$ cat config.mk
export PLATFORM = sky130hd
export DESIGN_NAME = semafor_inel_flat
export DESIGN_NICKNAME = d
export VERILOG_FILES = /design/src/rtl/semafor_inel_if.sv /design/src/rtl/semafor_inel.sv /design/src/flat_wrapper.sv
export SDC_FILE = /design/constraint.sdc
export NUM_CORES = 1
export LEC_CHECK = 0
export CAP_MARGIN = 10
export CORE_ASPECT_RATIO = 1.4
export CORE_UTILIZATION = 52
export DETAILED_ROUTE_END_ITERATION = 8
export GPL_TIMING_DRIVEN = 1
export MAX_ROUTING_LAYER = met4
export PLACE_DENSITY = 0.79
export SETUP_SLACK_MARGIN = 0.5
export SYNTH_ARGS = -nofsm -noshare
export SYNTH_HDL_FRONTEND = slang
export SYNTH_SLANG_ARGS = --single-unit
$ cat constraint.sdc
create_clock -name clk -period 2.35 [get_ports clk]
set_input_delay 0.47 -clock clk [delete_from_list [all_inputs] [get_ports clk]]
set_output_delay 0.47 -clock clk [all_outputs]
set_load 0.1 [all_outputs]
$ cat src/rtl/semafor_inel_if.sv
// rtl/semafor_inel_if.sv - lamp, direction and request signals of the semafor_inel ring controller
interface semafor_inel_if #(
    parameter int NUM_DIR = 4
);
    localparam int DW = $clog2(NUM_DIR);

    logic               intretinere;
    logic [NUM_DIR-1:0] cerere;
    logic [NUM_DIR-1:0] verde;
    logic [NUM_DIR-1:0] galben;
    logic [NUM_DIR-1:0] rosu;
    logic [DW-1:0]      dir_activ;
    logic               ciclu_done;

    modport master (
        output intretinere, cerere,
        input  verde, galben, rosu, dir_activ, ciclu_done
    );

    modport slave (
        input  intretinere, cerere,
        output verde, galben, rosu, dir_activ, ciclu_done
    );
endinterface

$ cat src/rtl/semafor_inel.sv
// rtl/semafor_inel.sv - round-robin traffic light ring controller for NUM_DIR approaches
// Optional demand-based skipping of idle approaches: define SEMAFOR_SKIP_EN.
module semafor_inel #(
    parameter int TICK_DIV = 10000000,
    parameter int NUM_DIR  = 4,
    parameter int T_ALLRED = 1,
    parameter int T_PREP   = 2,
    parameter int T_GREEN  = 29,
    parameter int T_YEL    = 3
) (
    input  logic           clk,
    input  logic           reset,
    semafor_inel_if.slave  bus
);
    localparam int DW   = $clog2(NUM_DIR);
    localparam int TM1  = (T_ALLRED > T_PREP) ? T_ALLRED : T_PREP;
    localparam int TM2  = (T_GREEN > T_YEL) ? T_GREEN : T_YEL;
    localparam int TMAX = (TM1 > TM2) ? TM1 : TM2;
    localparam int CW   = $clog2(TMAX) + 1;
    localparam int PW   = $clog2(TICK_DIV) + 1;

    typedef enum logic [2:0] {ALLRED, PREP, GREEN, YEL, MAINT} state_t;

    state_t             state, n_state;
    logic [DW-1:0]      dir, n_dir, dir_inc, adv_dir;
    logic [PW-1:0]      pre, n_pre;
    logic [CW-1:0]      cnt, n_cnt, cnt_last;
    logic               first, n_first;
    logic               flash, n_flash;
    logic               tick, adv_ok, n_done;
    logic [NUM_DIR-1:0] n_verde, n_galben, n_rosu;
    logic [NUM_DIR-1:0] verde_q, galben_q, rosu_q;
    logic               done_q;

    assign tick    = (pre == PW'(TICK_DIV - 1));
    assign dir_inc = (dir == DW'(NUM_DIR - 1)) ? '0 : dir + DW'(1);

    always_comb begin
        cnt_last = '0;
        case (state)
            ALLRED:  cnt_last = CW'(T_ALLRED - 1);
            PREP:    cnt_last = CW'(T_PREP - 1);
            GREEN:   cnt_last = CW'(T_GREEN - 1);
            YEL:     cnt_last = CW'(T_YEL - 1);
            default: cnt_last = '0;
        endcase
    end

`ifdef SEMAFOR_SKIP_EN
    // Candidates are scanned from dir+1 onward, so the current dir comes last
    // and only wins when nobody else asks; after reset/MAINT the scan starts at 0.
    always_comb begin : p_search
        int cand;
        cand    = 0;
        adv_ok  = 1'b0;
        adv_dir = dir;
        for (int k = 0; k < NUM_DIR; k++) begin
            cand = first ? k : (int'(dir) + 1 + k) % NUM_DIR;
            if (!adv_ok && ((bus.cerere >> cand) & NUM_DIR'(1)) != '0) begin
                adv_ok  = 1'b1;
                adv_dir = DW'(cand);
            end
        end
    end
`else
    logic unused_cerere;
    assign unused_cerere = ^bus.cerere;
    assign adv_ok        = 1'b1;
    assign adv_dir       = first ? '0 : dir_inc;
`endif

    always_comb begin
        n_state = state;
        n_dir   = dir;
        n_first = first;
        n_flash = flash;
        n_cnt   = cnt;
        n_pre   = tick ? '0 : pre + PW'(1);
        n_done  = 1'b0;
        if (bus.intretinere) begin
            if (state != MAINT) begin
                n_state = MAINT;
                n_cnt   = '0;
                n_flash = 1'b0;
            end else if (tick) begin
                n_flash = ~flash;
            end
        end else if (state == MAINT) begin
            // Leaving maintenance restarts a complete, aligned cycle from approach 0.
            n_state = ALLRED;
            n_dir   = '0;
            n_pre   = '0;
            n_cnt   = '0;
            n_first = 1'b1;
            n_flash = 1'b0;
        end else if (tick) begin
            if (cnt != cnt_last) begin
                n_cnt = cnt + CW'(1);
            end else begin
                n_cnt = '0;
                case (state)
                    ALLRED: begin
                        if (adv_ok) begin
                            n_state = PREP;
                            n_dir   = adv_dir;
                            n_first = 1'b0;
                        end
                    end
                    PREP:  n_state = GREEN;
                    GREEN: n_state = YEL;
                    YEL: begin
                        n_state = ALLRED;
                        n_done  = (dir == DW'(NUM_DIR - 1));
                    end
                    default: n_state = ALLRED;
                endcase
            end
        end
    end

    // Lamps are decoded from the next state so they switch on the same edge as the FSM.
    always_comb begin
        n_verde  = '0;
        n_galben = '0;
        n_rosu   = '1;
        if (n_state == MAINT) begin
            n_rosu   = '0;
            n_galben = {NUM_DIR{n_flash}};
        end else begin
            for (int i = 0; i < NUM_DIR; i++) begin
                if (DW'(i) == n_dir) begin
                    if (n_state == PREP || n_state == YEL) begin
                        n_galben[i] = 1'b1;
                        n_rosu[i]   = 1'b0;
                    end else if (n_state == GREEN) begin
                        n_verde[i] = 1'b1;
                        n_rosu[i]  = 1'b0;
                    end
                end
            end
        end
    end

    always_ff @(posedge clk or negedge reset) begin
        if (!reset) begin
            state    <= ALLRED;
            dir      <= '0;
            pre      <= '0;
            cnt      <= '0;
            first    <= 1'b1;
            flash    <= 1'b0;
            verde_q  <= '0;
            galben_q <= '0;
            rosu_q   <= '1;
            done_q   <= 1'b0;
        end else begin
            state    <= n_state;
            dir      <= n_dir;
            pre      <= n_pre;
            cnt      <= n_cnt;
            first    <= n_first;
            flash    <= n_flash;
            verde_q  <= n_verde;
            galben_q <= n_galben;
            rosu_q   <= n_rosu;
            done_q   <= n_done;
        end
    end

    assign bus.verde      = verde_q;
    assign bus.galben     = galben_q;
    assign bus.rosu       = rosu_q;
    assign bus.dir_activ  = dir;
    assign bus.ciclu_done = done_q;
endmodule
$ cat src/flat_wrapper.sv
// flat-port wrapper written by rule: the top's interface ports become plain ports
module semafor_inel_flat 
#(
    parameter int TICK_DIV = 10000000,
    parameter int NUM_DIR  = 4,
    parameter int T_ALLRED = 1,
    parameter int T_PREP   = 2,
    parameter int T_GREEN  = 29,
    parameter int T_YEL    = 3
)
  (clk, reset, bus_intretinere, bus_cerere, bus_verde, bus_galben, bus_rosu, bus_dir_activ, bus_ciclu_done);
  semafor_inel_if #(.NUM_DIR(NUM_DIR)) bus_i ();
  input  logic clk;
  input  logic reset;
  input wire logic [$bits(bus_i.intretinere)-1:0] bus_intretinere;
  input wire logic [$bits(bus_i.cerere)-1:0] bus_cerere;
  output wire logic [$bits(bus_i.verde)-1:0] bus_verde;
  output wire logic [$bits(bus_i.galben)-1:0] bus_galben;
  output wire logic [$bits(bus_i.rosu)-1:0] bus_rosu;
  output wire logic [$bits(bus_i.dir_activ)-1:0] bus_dir_activ;
  output wire logic [$bits(bus_i.ciclu_done)-1:0] bus_ciclu_done;
  assign bus_i.intretinere = bus_intretinere;
  assign bus_i.cerere = bus_cerere;
  assign bus_verde = bus_i.verde;
  assign bus_galben = bus_i.galben;
  assign bus_rosu = bus_i.rosu;
  assign bus_dir_activ = bus_i.dir_activ;
  assign bus_ciclu_done = bus_i.ciclu_done;
  semafor_inel #(.TICK_DIV(TICK_DIV), .NUM_DIR(NUM_DIR), .T_ALLRED(T_ALLRED), .T_PREP(T_PREP), .T_GREEN(T_GREEN), .T_YEL(T_YEL)) u_core (.clk(clk), .reset(reset), .bus(bus_i));
endmodule
Word level (Yosys, flattened, before mapping)
Cells that the tools add are included.
Widths: inputs -> output; s select.
{ "classes": {"n_div": 0, "n_addsub": 3, "n_mux": 55, "bitwise": 2, "mul": 0, "shifts": 0, "n_eq_ne": 17, "reduce_logical": 8, "order_cmp": 0} }
{ "ops": {"columns": ["operator", "count"], "rows": [
  ["$mux 25", 3],
  ["$mux 1", 30],
  ["$mux 6", 5],
  ["$add 25x1->25 const B", 1],
  ["$eq 25x24->1 const B", 1],
  ["$mux 3", 5],
  ["$pmux 5 s3", 1],
  ["$mux 2", 7],
  ["$eq 3x2->1 const B", 4],
  ["$mux 4", 3],
  ["$add 6x1->6 const B", 1],
  ["$eq 3x1->1 const B", 2],
  ["$eq 3x3->1 const B", 2],
  ["$ne 6x5->1", 1],
  ["$pmux 2 s3", 1],
  ["$eq 2x2->1 const A", 2],
  ["$ne 2x1->1 const B", 2],
  ["$reduce_and 4->1", 1],
  ["$reduce_bool 2->1", 2],
  ["$logic_not 3->1", 1],
  ["$ne 3x3->1 const B", 1],
  ["$reduce_bool 3->1", 1],
  ["$add 2x1->2 const B", 1],
  ["$eq 1x2->1 const A", 1],
  ["other kinds (5)", 6]
]} }
{ "word_totals": {"reg_bits": 51, "romBits": 0, "output_inout_bits": 15, "word_cells": 95, "in_bits": 7, "latch_bits": 0, "memories": 0, "mem_bits_rw": 0} }

Longest topological paths before layout
Gate-level depths: netlist of run 1.
{ "logic_depth": {"depth_word": 12, "mapped_depth": 9, "mapped_depth_nobuf": 8} }

Least setup slack after synthesis of run 1
OpenSTA, ideal clock, no wires.
{ "synth_timing": {"path_type": "reg-to-reg", "from": "register u_core.pre[13]", "to": "register u_core.galben_q[2], in the netlist u_core.bus.galben[2]", "setup_time_ps": 96, "t_required_ps": 2254, "setup_slack_ps": 73, "path_buffers": 0, "path_stages_with_launch": 8, "t_arrival_ps": 2181, "synth_period_minus_slack_ps": 2277, "cell_sequence": "dfrtp_1 or4b_4 nor4_4 o2111a_2 a21oi_2 a211oi_4 inv_2 o31ai_1"} }
{ "synth_between": {"elab_cells_between_ends": 18, "classes_between": "5 x eq/ne; 12 x mux; 1 x reduce/logical"} }
{ "synth_lines": {"columns": ["element", "line", "source"], "rows": [
  ["from (decl)", "semafor_inel.sv:26", "logic [PW-1:0] pre, n_pre;"],
  ["from (signal assigned)", "semafor_inel.sv:159", "pre <= n_pre;"],
  ["$eq 25x24->1", "semafor_inel.sv:35", "assign tick = (pre == PW'(TICK_DIV - 1));"],
  ["$mux 2", "semafor_inel.sv:96", "end else if (tick) begin"],
  ["$mux 2", "semafor_inel.sv:88", "end else if (state == MAINT) begin"],
  ["$mux 2", "semafor_inel.sv:80", "if (bus.intretinere) begin"],
  ["net u_core.n_dir[0]", "semafor_inel.sv:25", "logic [DW-1:0] dir, n_dir, dir_inc, adv_dir;"],
  ["$eq 2x2->1", "semafor_inel.sv:131", "if (DW'(i) == n_dir) begin"],
  ["$mux 1", "semafor_inel.sv:131", null],
  ["$mux 4", "semafor_inel.sv:126", "if (n_state == MAINT) begin"],
  ["net u_core.n_galben[2]", "semafor_inel.sv:31", "logic [NUM_DIR-1:0] n_verde, n_galben, n_rosu;"],
  ["to (signal assigned)", "semafor_inel.sv:164", "galben_q <= n_galben;"],
  ["to (decl)", "semafor_inel.sv:32", "logic [NUM_DIR-1:0] verde_q, galben_q, rosu_q;"]
]} }
The timed path passes the listed nets, and every way through them passes these cells.
A chain may end at the register's enable or synchronous reset.

Worst setup path after layout of run 1
{ "layout_timing": {"from": "register u_core.pre[22]", "to": "register u_core.galben_q[2], in the netlist u_core.bus.galben[2]"} }
{ "layout_between": {"elab_chain_cells": 9, "elab_cells_between_ends": 18, "classes_between": "5 x eq/ne; 12 x mux; 1 x reduce/logical"} }
{ "layout_lines": {"columns": ["element", "line", "source"], "rows": [
  ["$eq 25x24->1 *", "semafor_inel.sv:35", null],
  ["$mux 3", "semafor_inel.sv:96", null],
  ["$mux 3", "semafor_inel.sv:88", null],
  ["$mux 3", "semafor_inel.sv:80", null],
  ["$eq 3x1->1 or $eq 3x2->1 (tied branches)", "semafor_inel.sv:132", "if (n_state == PREP || n_state == YEL) begin"],
  ["$logic_or 1x1->1", "semafor_inel.sv:132", null],
  ["$mux 1", "semafor_inel.sv:132", null],
  ["$mux 1", "semafor_inel.sv:131", null],
  ["$mux 4 *", "semafor_inel.sv:126", null],
  ["net u_core.n_galben[2]", "semafor_inel.sv:31", null]
]} }
The timed path passes the listed nets; every way through them passes the cells marked *.

==> flow_summary.json, run 1 <==
{
  "drtAntennaViolNets": 0,
  "endpoint_kind": "flip-flop",
  "synth_edf_count": 0,
  "synth_area_sq_um": 2670,
  "hpwl_microns": 3740,
  "crit_start": "u_core.pre[22]",
  "swShare_pct": 28.9,
  "io_pins": 22,
  "p_switching_uw": 495,
  "fin_hold_ws_ns": 0.256,
  "die_height_microns": 86.7,
  "grt-ovfl-total": 0,
  "hold_class": "input pin to async pin",
  "synthMuxAreaShare_pct": 1.59,
  "row_count": 30,
  "drv_cap": 0,
  "outcome": "complete, but fails checks",
  "vdd_drop_max_v": 0.000306,
  "synth_compound_area_share_pct": 13.7,
  "drt_iter0_markers": 194,
  "pwr-share-seq_pct": 54.7,
  "cts_made_buffers": 5,
  "syn_nets": 281,
  "area_growth_pct": 43.5,
  "maxSlewViolCount": 0,
  "yosys_warnings": 0,
  "violations": "negative setup slack",
  "gp_congestion": 0.887,
  "placed_cell_area_sq_um": 3070,
  "grt_use_total_pct": 25.7,
  "r2r_start": "u_core.pre[22]",
  "worstSkewPairLatency_ns": 0.32,
  "multiInputGateArea_sq_um": 1720,
  "nFillCells": 295,
  "power_uw": 1720,
  "synth_top_family_by_area": "simple AND/OR/NAND/NOR gates",
  "rsz0062_at_grt": "yes",
  "wl_per_cell_microns": 19.0,
  "grt_start_max_net_pins": 52,
  "timing.fmax_mhz": 403,
  "crit_arrival_ns": 2.67,
  "layout_common_cells": "48 x buf_4, 43 x dfrtp_1, 24 x nor2_4, 17 x nand3_1, 15 x nand2_1",
  "synth_adder_area_share_pct": 1.41,
  "seq_area_frac_synth_pct": 48.1,
  "die_area_sq_um": 5420,
  "regArea_sq_um": 1290,
  "power_frac_clock_pct": 31.3,
  "layout.nets": 343,
  "stdcell_count": 398,
  "p_leak_uw": 0.00160,
  "crit_fanout": 4,
  "start_kind": "flip-flop",
  "fp.dieW_microns": 62.5,
  "avgSynthCellArea_sq_um": 9.84,
  "diodes": 0,
  "htreeDepth": 2,
  "final_common_cell": "buf_4",
  "powerDensity_nw_per_um2": 448,
  "drt_wl_total_microns": 7580,
  "yosysUniqueCellTypes": 51,
  "required_ns": 2.54,
  "fin_ws_ns": -0.128,
  "grt_pass1_wl_microns": 10500,
  "ff2ff_setup_slack_ns": -0.13,
  "port-buffer-count": 17,
  "placedCellCount": 368,
  "core-area_sq_um": 4880,
  "pwr-share-comb_pct": 14.0,
  "grt_antenna_before_repair": 0,
  "clk_pin_slew_ns": 0.10,
  "dr.pass1.iters": 4,
  "skew_ns": 0.0142,
  "drcViolationCount": 0,
  "p_int_uw": 1220,
  "clk_path_buf_depth": 2,
  "start_util_pct": 54.7,
  "fin_crit_sh_pct": 105,
  "yosys_most_used_dff": "dfrtp_1",
  "synth-xor-area-share_pct": 8.21,
  "fin_crit_ns": 2.48,
  "cts.sinks": 51,
  "vias": 2419,
  "synthCells": 271,
  "cts-hold-fix-buffers": 0,
  "setup_viol": 6,
  "grt_pass1_vias": 2315,
  "avgViaCountPerCell": 6.08,
  "slew_headroom_pct": 57.4,
  "cts_tree": "yes",
  "fin_area_sq_um": 3830,
  "drive_above_1_share_pct": 46.1,
  "worst_pin_slew_ns": 0.639,
  "hold_viol": 0,
  "clockRootBuffer": "clkbuf_8",
  "ys_ff_latch": 51,
  "yosys.area_share.simple_pct": 24.0,
  "path_class": "flip-flop to flip-flop",
  "synthArstFlopShare_pct": 100
}
## logic make-up (layout without fill, tap and decap cells)
logic type / after synthesis / in the layout
AOI/OAI and AO/OA: 45 / 45
xor gates and xnor gates: 25 / 25
adders and majority gates: 3 / 3
buffers and inverters: 20 / 83
DFF: 51 / 51
muxes: 4 / 4
and+or+nand+nor: 123 / 123
## sequential cells by signal, indices dropped and copies added, names as in the netlist
register / flops
u_core.cnt: 6
u_core.bus.rosu: 4
u_core.bus.galben: 4
u_core.first: 1
u_core.pre: 25
u_core.bus.ciclu_done: 1
u_core.bus.verde: 4
u_core.flash: 1
u_core.bus.dir_activ: 2
u_core.state: 3
## critical path: stages (launching register included)
cell      delay [ns]
dfrtp_1         0.43
or4_4           0.56
nor4_4          0.28
o2111a_2        0.33
buf_6           0.13
buf_6           0.11
a21oi_4         0.05
o21ai_1         0.18
buf_4           0.21
o31ai_4         0.09
## final cells by class
| class | instances | share of cell area (%) |
|---|---|---|
| Clock buffer | 5 | 1.80 |
| Multi-Input combinational cell | 200 | 44.8 |
| Clock inverter | 3 | 0.588 |
| Timing Repair Buffer | 66 | 16.2 |
| Sequential cell | 51 | 33.6 |
| Tap cell | 64 | 2.09 |
| Inverter | 9 | 0.882 |
## metrics by stage
stage / util [%] / TNS (ns) / setup WS (ns)
6_report: 78.5 / -0.486 / -0.128
5_1_grt: 78.5 / -0.894 / -0.141
4_1_cts: 71.8 / 0 / 0.0281
3_5_place_dp: 62.8 / -0.0967 / -0.0742
3_3_place_gp: 62.8 / 0 / 0.0190
2_1_floorplan: - / 0 / 0.183
## worst paths after layout
kind	cells past startpoint	endpoint
worst min register to register	1	u_core.pre[0]
worst max-delay path	9	u_core.bus.galben[2]
worst max register to register	9	u_core.bus.galben[2]
min in group clk	1	u_core.pre[0]
max in group asynchronous	2	u_core.bus.dir_activ[0]
worst min-delay path	2	u_core.state[2]
## Yosys cell counts (3+ instances only)
library cell	count	area [sq um]
and3_1	6	37.5
a22o_1	4	35.0
o31ai_1	5	37.5
a31oi_1	5	31.3
xnor2_1	12	105
nor4_1	3	18.8
nand2_1	19	71.3
dfstp_2	5	131
nor2_1	39	146
nand3_1	19	95.1
nand2b_1	4	25.0
dfrtp_1	46	1150
nor3_1	11	55.1
ha_1	3	37.5
a21oi_1	8	40.0
o21ai_0	7	35.0
clkbuf_1	10	37.5
inv_1	7	26.3
xor2_1	13	114
## power groups by stage
stage	Combinational [uW]	Sequential (uW)	Clock, uW
final	240	940	537
after floorplan	71.3	977	0
after CTS	195	940	536
after global placement	143	954	0
after detailed placement	146	955	0
after global routing	256	945	584
## metal layers
| layer | wire length [microns] | global-route usage, % | vias to the layer above |
|---|---|---|---|
| met5 | 0 | - | - |
| met4 | 340 | 12.3 | 0 |
| met3 | 349 | 3.82 | 33 |
| met2 | 4120 | 46.4 | 104 |
| met1 | 2770 | 27.4 | 1206 |
| li1 | - | - | 1076 |
## what timing repair did
item,CTS,global route
resized for setup,51,58
gates cloned,4,0
pin swaps,27,29
buffers inserted,11,7
setup endpoints to repair,50,50
hold endpoints to repair,0,0
(Power assumes the default switching activity.)
==> inputs of run 2 (changes only) <==
--- a/config.mk
+++ b/config.mk
@@ -7,11 +7,11 @@
 export LEC_CHECK = 0
 export CAP_MARGIN = 10
 export CORE_ASPECT_RATIO = 1.4
-export CORE_UTILIZATION = 52
+export CORE_UTILIZATION = 40
 export DETAILED_ROUTE_END_ITERATION = 8
 export GPL_TIMING_DRIVEN = 1
 export MAX_ROUTING_LAYER = met4
-export PLACE_DENSITY = 0.79
+export PLACE_DENSITY = 0.64
 export SETUP_SLACK_MARGIN = 0.5
 export SYNTH_ARGS = -nofsm -noshare
 export SYNTH_HDL_FRONTEND = slang
==> flow_summary.json, run 2 (synthesis gave the netlist of run 1 again) <==
{
  "fin_crit_ns": 2.29,
  "port-buffer-count": 17,
  "grt-ovfl-total": 0,
  "crit_fanout": 6,
  "placedCellCount": 376,
  "hpwl_microns": 3750,
  "wl_per_cell_microns": 15.1,
  "p_int_uw": 1220,
  "drtAntennaViolNets": 0,
  "pwr-share-comb_pct": 13.0,
  "area_growth_pct": 43.2,
  "drcViolationCount": 5,
  "drive_above_1_share_pct": 45.9,
  "row_count": 34,
  "p_leak_uw": 0.00158,
  "die_area_sq_um": 7000,
  "violations": "design-rule violations",
  "dr.pass1.iters": 7,
  "drt_wl_total_microns": 6070,
  "path_class": "flip-flop to flip-flop",
  "maxSlewViolCount": 0,
  "grt_pass1_wl_microns": 9800,
  "nFillCells": 503,
  "die_height_microns": 98.6,
  "hold_class": "input pin to async pin",
  "layout.nets": 340,
  "slew_headroom_pct": 61.8,
  "start_kind": "flip-flop",
  "grt_antenna_before_repair": 0,
  "setup_viol": 0,
  "avgViaCountPerCell": 5.46,
  "vias": 2201,
  "regMostFlops": "u_core.pre",
  "grt_start_max_net_pins": 47,
  "gp_congestion": 0.825,
  "worstSkewPairLatency_ns": 0.32,
  "fp.dieW_microns": 71.0,
  "top_regs": "u_core.pre x25, u_core.cnt x6",
  "clk_pin_slew_ns": 0.10,
  "start_util_pct": 42.1,
  "io_pins": 22,
  "powerDensity_nw_per_um2": 450,
  "stdcell_count": 403,
  "clockRootBuffer": "clkbuf_8",
  "place_ws_ns": -0.0153,
  "drv_cap": 0,
  "largest_reg_flops": 25,
  "cts_tree": "yes",
  "grt_use_total_pct": 18.4,
  "regArea_sq_um": 1290,
  "fin_crit_sh_pct": 97.4,
  "fin_area_sq_um": 3820,
  "multiInputGateArea_sq_um": 1710,
  "cts.sinks": 51,
  "endpoint_kind": "flip-flop",
  "htreeDepth": 2,
  "required_ns": 2.60,
  "outcome": "complete, but fails checks",
  "crit_arrival_ns": 2.54,
  "layout_common_cells": "43 x buf_4, 43 x dfrtp_1, 24 x nor2_4, 17 x nand3_1, 14 x nor2_1",
  "drt_iter0_markers": 154,
  "clk_path_buf_depth": 2,
  "swShare_pct": 29.0,
  "skew_ns": 0.00661,
  "pwr-share-seq_pct": 54.7,
  "rsz0062_at_grt": "yes",
  "diodes": 0,
  "worst_pin_slew_ns": 0.573,
  "vdd_drop_max_v": 0.000508,
  "hold_viol": 0,
  "power_uw": 1720,
  "core-area_sq_um": 6340,
  "grt_pass1_vias": 2145,
  "timing.fmax_mhz": 437,
  "fin_util_pct": 60.3,
  "fin_ws_ns": 0.0601,
  "cts_made_buffers": 5,
  "placed_cell_area_sq_um": 3080,
  "power_frac_clock_pct": 32.3,
  "p_switching_uw": 498
}
## run 2: timing repair
action | 4_1_cts | 5_1_grt
hold buffers | 1 | 0
buffers inserted | 8 | 6
pin swaps | 28 | 22
endpoints found under the setup margin | 50 | 50
cloned | 3 | 1
gates resized for setup | 41 | 66
hold endpoints to repair | 5 | 0
## run 2: final timing paths
kind	depth (start not counted)	slack [ns]	endpoint	start
min in group clk	1	0.52	u_core.pre[0]	u_core.pre[0]
min	2	0.48	u_core.bus.galben[3]	reset
max	7	0.06	u_core.bus.verde[2]	u_core.pre[22]
min reg2reg	1	0.52	u_core.pre[0]	u_core.pre[0]
max in group asynchronous	3	1.06	u_core.state[0]	reset
max reg2reg	7	0.06	u_core.bus.verde[2]	u_core.pre[22]
## run 2: final cells by class
| type | instances | share of cell area (%) |
|---|---|---|
| Timing Repair Buffer | 63 | 15.9 |
| Tap cell | 72 | 2.36 |
| Multi-Input combinational cell | 200 | 44.7 |
| Sequential cell | 51 | 33.7 |
| Clock inverter | 3 | 0.721 |
| Clock buffer | 5 | 1.80 |
| Inverter | 9 | 0.884 |
## run 2: per-stage QoR
step                      TNS (ns)  hold WS (ns)
after CTS                        0         0.479
after floorplan                  0         0.174
after global placement           0         0.291
after global routing        -0.280         0.490
final                            0         0.482
after detailed placement   -0.0153         0.292
## run 2: layer usage
layer	wire length [microns]	share of wire [%]	global-route usage, %	up-vias
met1	2410	40	19.8	1092
met4	122	2.0	7.85	0
met3	151	2.5	3.58	9
li1	-	-	-	1066
met5	0	0	-	-
met2	3390	56	32.5	34
## run 2: critical path: stages (launching register included)
cell      delay [ns]
dfrtp_1         0.40
or4_4           0.58
nor4_4          0.26
o2111a_2        0.34
buf_6           0.14
and4_2          0.25
o21ai_4         0.08
nor3_2          0.18
## run 2: power by group through the flow
| stage | Combinational [uW] | Clock [uW] | Sequential (uW) |
|---|---|---|---|
| 6_report | 223 | 555 | 941 |
| 5_1_grt | 244 | 602 | 946 |
| 4_1_cts | 172 | 565 | 939 |
| 3_5_place_dp | 146 | 0 | 954 |
| 3_3_place_gp | 144 | 0 | 955 |
| 2_1_floorplan | 71.3 | 0 | 977 |
==> inputs of run 3 (changes only) <==
==> constraint.sdc (replaced) <==
create_clock -name clk -period 2.1 [get_ports clk]
set_input_delay 0.42 -clock clk [delete_from_list [all_inputs] [get_ports clk]]
set_output_delay 0.42 -clock clk [all_outputs]
set_load 0.1 [all_outputs]
==> flow_summary.json, run 3 (synthesis gave the netlist of run 1 again) <==
{
  "drt_wl_total_microns": 6500,
  "skew_ns": 0.0107,
  "crit_fanout": 6,
  "critPathTopFamily": "simple AND/OR/NAND/NOR gates",
  "grt_start_max_net_pins": 29,
  "diodes": 0,
  "cpMaxStageDelayCell": "or4bb_1",
  "io_pins": 22,
  "hold_class": "input pin to async pin",
  "gp_congestion": 0.838,
  "hpwl_microns": 4010,
  "p_leak_uw": 0.00174,
  "dr.pass1.iters": 6,
  "ff2ff_setup_slack_ns": -0.25,
  "powerDensity_nw_per_um2": 490,
  "fin_crit_ns": 2.35,
  "core-area_sq_um": 6340,
  "row_count": 34,
  "path_class": "flip-flop to flip-flop",
  "r2r_start": "u_core.pre[11]",
  "drt_iter0_markers": 131,
  "vias": 2286,
  "clockRootBuffer": "clkbuf_8",
  "fin_hold_ws_ns": 0.0828,
  "cp-endpoint": "u_core.bus.galben[2]",
  "fp.dieW_microns": 71.0,
  "endpoint_kind": "flip-flop",
  "wl_per_cell_microns": 15.2,
  "vdd_drop_max_v": 0.000352,
  "place_ws_ns": -0.277,
  "drtAntennaViolNets": 0,
  "timing.fmax_mhz": 425,
  "regMostFlops": "u_core.pre",
  "grt-ovfl-total": 0,
  "path_cells": "or4bb_1 > nor4_4 > o2111a_2 > buf_6 > a21oi_4 > o21ai_1 > buf_4 > o31ai_2",
  "crit_arrival_ns": 2.55,
  "grt_pass1_wl_microns": 10600,
  "violations": "negative setup slack",
  "layout_common_cells": "69 x buf_4, 44 x dfrtp_1, 17 x nand3_1, 17 x nor2_4, 15 x nor2_1",
  "maxSlewViolCount": 0,
  "htreeDepth": 2,
  "placed_cell_area_sq_um": 3300,
  "die_height_microns": 98.6,
  "cpPeakStageDelay_ns": 0.55,
  "grt_antenna_before_repair": 0,
  "worstSkewPairLatency_ns": 0.31,
  "cts_made_buffers": 5,
  "start_kind": "flip-flop",
  "worst_pin_slew_ns": 0.552,
  "setup_viol": 22,
  "crit_start": "u_core.pre[11]",
  "grt_pass1_vias": 2381,
  "fin_crit_sh_pct": 112,
  "layout.nets": 365,
  "fin_area_sq_um": 3980,
  "cts.sinks": 51,
  "clk_pin_slew_ns": 0.10,
  "cp.depth": 8,
  "largest_reg_flops": 25,
  "hold_viol": 0,
  "required_ns": 2.30,
  "fin_ws_ns": -0.253,
  "die_area_sq_um": 7000,
  "drv_cap": 0,
  "start_util_pct": 42.1,
  "r2r-end": "u_core.bus.galben[2]",
  "clk_path_buf_depth": 2,
  "slew_headroom_pct": 63.2,
  "avgViaCountPerCell": 5.34,
  "area_growth_pct": 49.0,
  "finalSetupTns_ns": -3.15,
  "outcome": "complete, but fails checks",
  "worst-path-buf-inv": 2,
  "top_regs": "u_core.pre x25, u_core.cnt x6",
  "drive_above_1_share_pct": 49.7,
  "final_common_cell": "buf_4",
  "port-buffer-count": 17,
  "reg2regPathDepth": 8,
  "drcViolationCount": 0,
  "cts_tree": "yes",
  "rsz0062_at_grt": "yes",
  "grt_use_total_pct": 19.9
}
[run 3: cell count changes in the layout (fill, tap and decap cells not counted), moves of 2 or more]
cell	delta
nor2_4	-7
nand2_2	-2
buf_4	+26
nor2_2	+6
a21oi_2	-2
nand2_4	+2
[run 3: per-stage QoR]
stage / utilization (%) / instances / total power (uW)
finish: 62.7 / 428 / 1950
global route: 62.7 / 428 / 2040
CTS: 59.5 / 422 / 1960
detailed placement: 52.1 / 403 / 1280
global placement: 52.1 / 403 / 1280
floorplan: - / 271 / 1170
[run 3: how the worst min path moves through the flow]
stage          startpoint                    end  cells past startpoint
6_report            reset   u_core.bus.galben[1]                      1
5_1_grt             reset   u_core.bus.galben[1]                      1
4_1_cts             reset   u_core.bus.galben[1]                      1
3_5_place_dp        reset    u_core.bus.verde[3]                      1
3_3_place_gp        reset   u_core.bus.galben[1]                      1
2_1_floorplan       reset  u_core.bus.ciclu_done                      0
[run 3: what timing repair did]
| action | 4_1_cts | 5_1_grt |
|---|---|---|
| pin swaps | 16 | 21 |
| endpoints found under the setup margin | 50 | 50 |
| buffers inserted | 8 | 6 |
| cloned | 3 | 0 |
| gates resized for setup | 64 | 29 |
| hold buffers | 0 | 0 |
[run 3: worst reg2reg max path, stage by stage, from the launching register on]
cell and delay, ns:
dfrtp_1 0.39, or4bb_1 0.55, nor4_4 0.27, o2111a_2 0.36
buf_6 0.15, a21oi_4 0.05, o21ai_1 0.17, buf_4 0.20
o31ai_2 0.08
[run 3: report_power, final]
group | total, uW | internal [uW] | switching, uW
logic | 308 | 142 | 166
clock network | 603 | 245 | 358
registers | 1040 | 1020 | 19.6
[run 3: layer usage]
layer	share of wire [%]	vias up	GRT usage [%]	routed length, microns
li1	-	1117	-	-
met1	40	1134	21.1	2610
met4	1.8	0	7.69	119
met3	1.6	10	2.56	103
met5	0	-	-	0
met2	56	25	37.0	3670
[run 3: layout make-up]
class                      instances  area [sq um]
multi-input combinational        200          1660
clock buffer                       5          68.8
inverter                           9          33.8
timing repair buffer              88           808
sequential                        51          1280
fill                             527          2360
tap                               72          90.1
clock inverter                     3          27.5
